File: src/rtl/decryption_regfile_master.sv
// Bus initiator for the decryption key/select register file.
// Takes one read or write command at a time, pulses a single-cycle strobe on the
// register file bus, waits for `done` (guarded by a watchdog) and hands the
// result back on a valid/ready response port.
module decryption_regfile_master #(
    parameter int unsigned addr_width     = 8,
    parameter int unsigned reg_width      = 16,
    parameter int unsigned timeout_cycles = 15
) (
    input  logic                  clk,
    input  logic                  rst_n,

    // Command port
    input  logic                  cmd_valid,
    output logic                  cmd_ready,
    input  logic                  cmd_write,
    input  logic [addr_width-1:0] cmd_addr,
    input  logic [reg_width-1:0]  cmd_wdata,

    // Response port
    output logic                  rsp_valid,
    input  logic                  rsp_ready,
    output logic [reg_width-1:0]  rsp_rdata,
    output logic                  rsp_error,
    output logic                  rsp_timeout,

    // Register file bus
    output logic [addr_width-1:0] addr,
    output logic                  read,
    output logic                  write,
    output logic [reg_width-1:0]  wdata,
    input  logic [reg_width-1:0]  rdata,
    input  logic                  done,
    input  logic                  error
);

    // Wide enough to count up to timeout_cycles without wrapping.
    localparam int unsigned cnt_width = $clog2(timeout_cycles + 1);
    localparam logic [cnt_width-1:0] cnt_last = cnt_width'(timeout_cycles - 1);

    typedef enum logic [1:0] {
        StIdle,
        StIssue,
        StWait,
        StResp
    } state_e;

    state_e               state;
    logic [cnt_width-1:0] wait_cnt;
    // Remembers the operation type after the strobe has been dropped.
    logic                 op_read;

    // The only unregistered output: ready is a pure state decode.
    assign cmd_ready = (state == StIdle);

    // Transaction sequencer; every bus and response output is registered here.
    always_ff @(posedge clk) begin
        if (!rst_n) begin
            state       <= StIdle;
            wait_cnt    <= '0;
            op_read     <= 1'b0;
            addr        <= '0;
            wdata       <= '0;
            read        <= 1'b0;
            write       <= 1'b0;
            rsp_valid   <= 1'b0;
            rsp_rdata   <= '0;
            rsp_error   <= 1'b0;
            rsp_timeout <= 1'b0;
        end else begin
            unique case (state)
                StIdle: begin
                    if (cmd_valid) begin
                        // addr/wdata stay put until the next accept: the
                        // register file decodes its error from addr every cycle.
                        addr     <= cmd_addr;
                        wdata    <= cmd_wdata;
                        write    <= cmd_write;
                        read     <= !cmd_write;
                        op_read  <= !cmd_write;
                        wait_cnt <= '0;
                        state    <= StIssue;
                    end
                end

                StIssue: begin
                    // Strobe is high for exactly this one cycle.
                    read  <= 1'b0;
                    write <= 1'b0;
                    state <= StWait;
                end

                StWait: begin
                    wait_cnt <= wait_cnt + 1'b1;
                    if (done) begin
                        // Completion wins over a coincident timeout.
                        rsp_rdata   <= op_read ? rdata : '0;
                        rsp_error   <= error;
                        rsp_timeout <= 1'b0;
                        rsp_valid   <= 1'b1;
                        state       <= StResp;
                    end else if (wait_cnt == cnt_last) begin
                        rsp_rdata   <= '0;
                        rsp_error   <= 1'b1;
                        rsp_timeout <= 1'b1;
                        rsp_valid   <= 1'b1;
                        state       <= StResp;
                    end
                end

                StResp: begin
                    // rsp_* hold until consumed.
                    if (rsp_ready) begin
                        rsp_valid <= 1'b0;
                        state     <= StIdle;
                    end
                end

                default: begin
                    state <= StIdle;
                end
            endcase
        end
    end

endmodule

File: config.mk
export PLATFORM = sky130hd
export DESIGN_NAME = decryption_regfile_master
export DESIGN_NICKNAME = d
export VERILOG_FILES = /design/src/rtl/decryption_regfile_master.sv
export SDC_FILE = /design/constraint.sdc
export NUM_CORES = 1
export LEC_CHECK = 0
export ABC_AREA = 1
export BUFFER_PORTS_ARGS = -buffer_cell sky130_fd_sc_hd__buf_4
export CAP_MARGIN = 20
export CORE_ASPECT_RATIO = 1.1
export CORE_MARGIN = 1
export CORE_UTILIZATION = 47
export DETAILED_ROUTE_END_ITERATION = 10
export PLACE_DENSITY_LB_ADDON = 0.25
export SKIP_CTS_REPAIR_TIMING = 1
export SYNTH_ARGS = -nofsm -noshare
export SYNTH_HDL_FRONTEND = slang
export SYNTH_SLANG_ARGS = --single-unit
File: constraint.sdc
create_clock -name clk -period 1.9 [get_ports clk]
set_input_delay 0 -clock clk [delete_from_list [all_inputs] [get_ports clk]]
set_output_delay 0 -clock clk [all_outputs]
set_load 0.01 [all_outputs]
Word level (Yosys, flattened, before mapping)
Cells that the tools add are included.
{"block": "classes", "addsub": 1, "n_eq_ne": 7, "muxes": 20, "reduce_logical": 12}
{"operator": "$mux 16", "n": 3}
{"operator": "$mux 2", "n": 4}
{"operator": "$pmux 2 s4", "n": 1}
{"operator": "$pmux 4 s2", "n": 1}
{"operator": "$reduce_and 2->1", "n": 4}
{"operator": "$reduce_bool 2->1", "n": 4}
{"operator": "$mux 1", "n": 7}
{"operator": "$pmux 1 s2", "n": 3}
{"operator": "$reduce_and 3->1", "n": 2}
{"operator": "$add 4x1->4 const B", "n": 1}
{"operator": "$eq 2x2->1 const B", "n": 2}
{"operator": "$eq 4x4->1 const B", "n": 1}
{"operator": "$mux 4", "n": 1}
{"operator": "$ne 2x2->1 const B", "n": 2}
{"operator": "$ne 3x3->1 const B", "n": 1}
{"operator": "$eq 2x1->1 const B", "n": 1}
{"operator": "$logic_not 2->1", "n": 1}
{"operator": "$logic_not 1->1", "n": 1}
{"block": "word_totals", "regBits": 52, "inputBits": 47, "out_inout_bits": 46, "word_cells": 51}

Longest topological paths before layout
{"block": "depth", "word_depth": 4, "depth_mapped": 9, "depth_no_buf": 8}

Least setup slack after synthesis
Ideal clock, no wire load.
{"block": "synth_timing", "path_kind": "reg-to-reg", "from": "reg state[0]", "to": "reg addr[7]", "arrival_ns": 1.234, "required_ns": 1.787, "path_slack_ns": 0.553, "path_stages_with_launch": 7, "n_path_buf": 1, "period_less_slack_ns": 1.347, "path_cell_list": "dfxtp_1 -> inv_1 -> ha_1 -> nand2_4 -> buf_2 -> o21ai_1 -> nor2_1"}
{"block": "synth_between", "elab_chain_len": 2}
{"item": "from (decl)", "line_no": "48", "source": "state_e state;"}
{"item": "from (signal assigned)", "line_no": "59", "source": "state <= StIdle;"}
{"item": "from (signal assigned)", "line_no": "82", "source": "state <= StIssue;"}
{"item": "from (signal assigned)", "line_no": "90", "source": "state <= StWait;"}
{"item": "$logic_not 2->1"}
{"item": "net cmd_ready", "line_no": "15", "source": "output logic cmd_ready,"}
{"item": "$reduce_and 2->1 (no line)"}
{"item": "to (signal assigned)", "line_no": "76", "source": "addr <= cmd_addr;"}
{"item": "to (decl)", "line_no": "28", "source": "output logic [addr_width-1:0] addr,"}
The timed path passes the listed nets, and every way through them passes these cells.
A chain may end at the register's enable or synchronous reset.

Worst setup path after layout
{"block": "layout_timing", "from": "reg state[0]", "to": "reg wait_cnt[2]"}
{"block": "layout_between", "elab_chain_len": 3}
{"item": "$eq 2x2->1 / $logic_not 2->1 (equally long branches)", "line_no": "71", "source": "unique case (state)"}
{"item": "$reduce_bool 2->1 (no line) / $ne 2x2->1 (equally long branches)"}
{"item": "$reduce_and 2->1 (no line)"}
{"item": "to (signal assigned)", "line_no": "94", "source": "wait_cnt <= wait_cnt + 1'b1;"}
{"item": "to (decl)", "line_no": "49", "source": "logic [cnt_width-1:0] wait_cnt;"}
Several ways; a longest one is shown, not always the timed one.

==> metrics list <==
* First-pass DRT Iterations: 4
- Cells with a size suffix above 1 make up 26.7% of the layout.
- Max Clk Rate: 650 MHz
- Switching Fraction: 37.6%
- For this design the static power due to leakage is 0.00157 uW.
* Post-synth top area share: 48.2%
- Cell Pwr Density: 1190 nW/um^2
- Filler instances: 349
- Area of the die: 4870 sq um
- Summed negative setup slack over all endpoints: 0 ns
- Complex-gate fraction of the synthesized area: 13.5%
- Counting the buffers created by CTS gives 5.
* Count of buffers inserted at the top-level ports: 92
- The Yosys step of the flow raised 0 warnings.
- Of all nets on the critical path, the largest fanout is 28.
* Netlist cell types: 21
- After global routing the overflow that remains totals 0.
* Area of combinational cells with multiple inputs: 920 sq um
* Run status: finished, final reports clean
- Placement-stage cell area: 2860 sq um
- Maximum vdd drop: 813 uV
* Syn nets: 349
- Final Wtd Congestion: 0.864
* Count of unresolved DRC violations after routing: 0
* Average via count per standard cell: 4.74
- The via count of the first global-routing pass came to 1912.
- After layout, the design draws a total of 3830 uW.
* Synth Area in Simple Gates: 25.6%
- Final HPWL from detailed placement: 3860 um
- Total of flip-flops plus latches after synthesis: 52
- Placeable core area: 4350 sq um
- Clock tree synthesis selected as its root buffer the cell clkbuf_8.
* Transition time of the tightest slew-check pin: 0.500 ns
- After Yosys synthesis, XOR and XNOR cells account for 0% of the synthesized area.
- Registers take 1040 sq um.
- After synthesis the cells add up to 2160 sq um.
- The die is 73.1 um tall.
- First-pass GRT wire length: 8330 um
* Global routing usage summed across all routing layers: 22.4%
* Hold violation total from the final report: 0
- In the post-route analysis, the smallest setup slack over all paths is 0.361 ns.
- Clock-pin slew was measured on the worst setup and hold paths at 0.09 ns.
* H-tree levels: 2
- Clock share of power: 17.0%
- The critical path in this run is classified as flop to flop.
* Worst Path Arrival: 1.74 ns
* Cell-internal power: 2390 uW
- Yosys attributes the largest share of cell area to dfxtp_1, nor2_1, o21ai_1.
- TritonCTS built the clock tree.
* Setup slack at placement: 0.371 ns
- The number of antenna diodes in the final layout is 0.
* Number of I/O pins: 93
- On the final layout, the worst clock skew is 0.00824 ns.
* Launching element type of the critical path: flop
* Violation count after the first detailed-route iteration: 184
* Antenna violations before repair: 0
* Mean Syn Cell Area: 7.30 sq um
- In this run the power spent charging and discharging nets is 1440 uW.
- Row generation in the floorplan step produced 25 rows.
- Max-cap violations: 0
* Initial Utilization: 49.7%
- Number of max-slew violations in the final report: 0
- The count of nets left with antenna violations once routing finished came out at 0.
- Logic pwr share: 42.9%
- Growth of design area from synthesis to finish: 48.9%
* Worst Path Required: 2.10 ns
- In this run the horizontal extent of the chip is 66.7 um.
- At the end of the flow, the number of nets in the layout was 464.
* Post-synthesis instance total: 296
- Setup repair after global routing left no endpoint under its margin.
* Longest Clk Path Bufs: 2
* Skew-Pair Late Insertion Delay: 0.30 ns
- By area, the combinational part of the netlist is dominated by simple AND/OR/NAND/NOR gates.
- Post-layout instance area: 3220 sq um
- Highest metal layer with signal wires: met4
* Routed wl met2: 2950 um
* Worst hold-check path type: input port to flop
- Across all layers, the routed design uses 2211 vias.
- Sequential cells burn 40.1% of the power.
- Headroom to the max-slew limit came out at 66.6%.
- Wire segments on met3 add up to 315 um in the final route.
- Pin count of the biggest net entering global routing: 45
* Cell type contributing the most total cell area after synthesis: dfxtp_1
- For this block, the routed nets add up to 5630 um of wire.
- Share of the cycle needed by the critical path after routing: 81.0%
- Average wire per standard cell: 12.1 um
- Sequential element share of the synthesized area: 48.2%
* Clock sink count: 52
- Setup violations remaining at the end of the flow were counted as 0.
- Metal-1 WL: 2320 um
- Summing the areas of all fa, ha and maj instances in the mapped netlist gives 3.47% of the synthesized area.
- The routed design could run at a clock period as short as 1.54 ns.
- CP endpoint kind: flop
- After synthesis, the share of cell area in mux cells is 0%.
worst paths after layout:
kind	slack [ns]	endpoint	depth (start not counted)	start
worst max-delay path	0.36	wait_cnt[2]	7	state[0]
worst min-delay path	0.05	op_read	4	cmd_valid
worst max register to register	0.36	wait_cnt[2]	7	state[0]
worst min register to register	0.48	rsp_valid	2	rsp_valid
power by group through the flow:
| stage | Combinational, uW | Sequential, uW | Clock (uW) |
|---|---|---|---|
| after CTS | 1590 | 1530 | 677 |
| after detailed placement | 1590 | 1560 | 0 |
| final | 1640 | 1540 | 649 |
| after floorplan | 891 | 1650 | 0 |
| after global routing | 1840 | 1560 | 720 |
| after global placement | 1560 | 1540 | 0 |
metal layers:
| layer | GRT usage, % | vias up |
|---|---|---|
| met5 | 0 | - |
| met3 | 5.47 | 6 |
| li1 | - | 1151 |
| met4 | 7.09 | 0 |
| met2 | 40.2 | 71 |
| met1 | 25.8 | 983 |
worst max-delay path, cell delays in order, from the launching register on:
cell	delay [ns]
dfxtp_1	0.34
inv_1	0.10
ha_1	0.35
nand2_4	0.12
inv_4	0.25
a21oi_1	0.14
nand2_1	0.09
nor2_1	0.04
cell usage after synthesis:
cell type / instances
nand2_4: 2
nand3_1: 6
nand3b_1: 1
nand4_1: 1
nor2_1: 106
ha_1: 6
dfxtp_1: 52
inv_2: 3
o21ai_1: 39
nand3_2: 1
a211oi_1: 1
o21ai_4: 1
o21ai_0: 3
inv_1: 29
buf_2: 3
a21oi_1: 10
inv_4: 2
o31ai_1: 1
nand2_1: 21
buf_6: 3
clkbuf_1: 5
cell usage in the layout, fill, tap and decap left out:
master / instances
clkbuf_8: 6
a21oi_1: 10
nand2_1: 21
nand3_2: 1
nand3_1: 6
inv_2: 3
nand2_4: 2
o31ai_1: 1
a211oi_1: 1
o21ai_4: 1
nand4_1: 1
dlygate4sd3_1: 26
o21ai_0: 3
buf_4: 93
clkinvlp_4: 2
nand3b_1: 1
ha_1: 6
inv_1: 29
dfxtp_1: 52
nor2_1: 106
inv_4: 2
o21ai_1: 39
kinds of logic (layout without fill, tap and decap cells):
group / Yosys count / count (layout)
buf+inv: 45 / 161
compound gates: 55 / 55
fa+ha+maj: 6 / 6
flops: 52 / 52
simple gates: 138 / 138
flip-flops by register name, indices dropped and copies added (netlist names), 2 cells and up:
signal,count
addr,8
state,2
rsp_rdata,16
wait_cnt,4
wdata,16
layout make-up:
| class | instances | share of cell area, % |
|---|---|---|
| clock inverter | 2 | 0.467 |
| tap | 54 | 2.10 |
| multi-input combinational | 199 | 28.6 |
| timing repair buffer | 119 | 29.8 |
| sequential | 52 | 32.4 |
| clock buffer | 6 | 2.57 |
| inverter | 34 | 4.12 |
through the flow:
step / std cells / utilization (%) / hold slack [ns]
after floorplan: 296 / - / 0.123
after global placement: 432 / 65.8 / 0.238
after detailed placement: 432 / 65.8 / 0.245
after CTS: 440 / 68.0 / -0.0758
after global routing: 466 / 74.0 / 0.0664
final: 466 / 74.0 / 0.0471
Power figures use the tool's default switching activity.
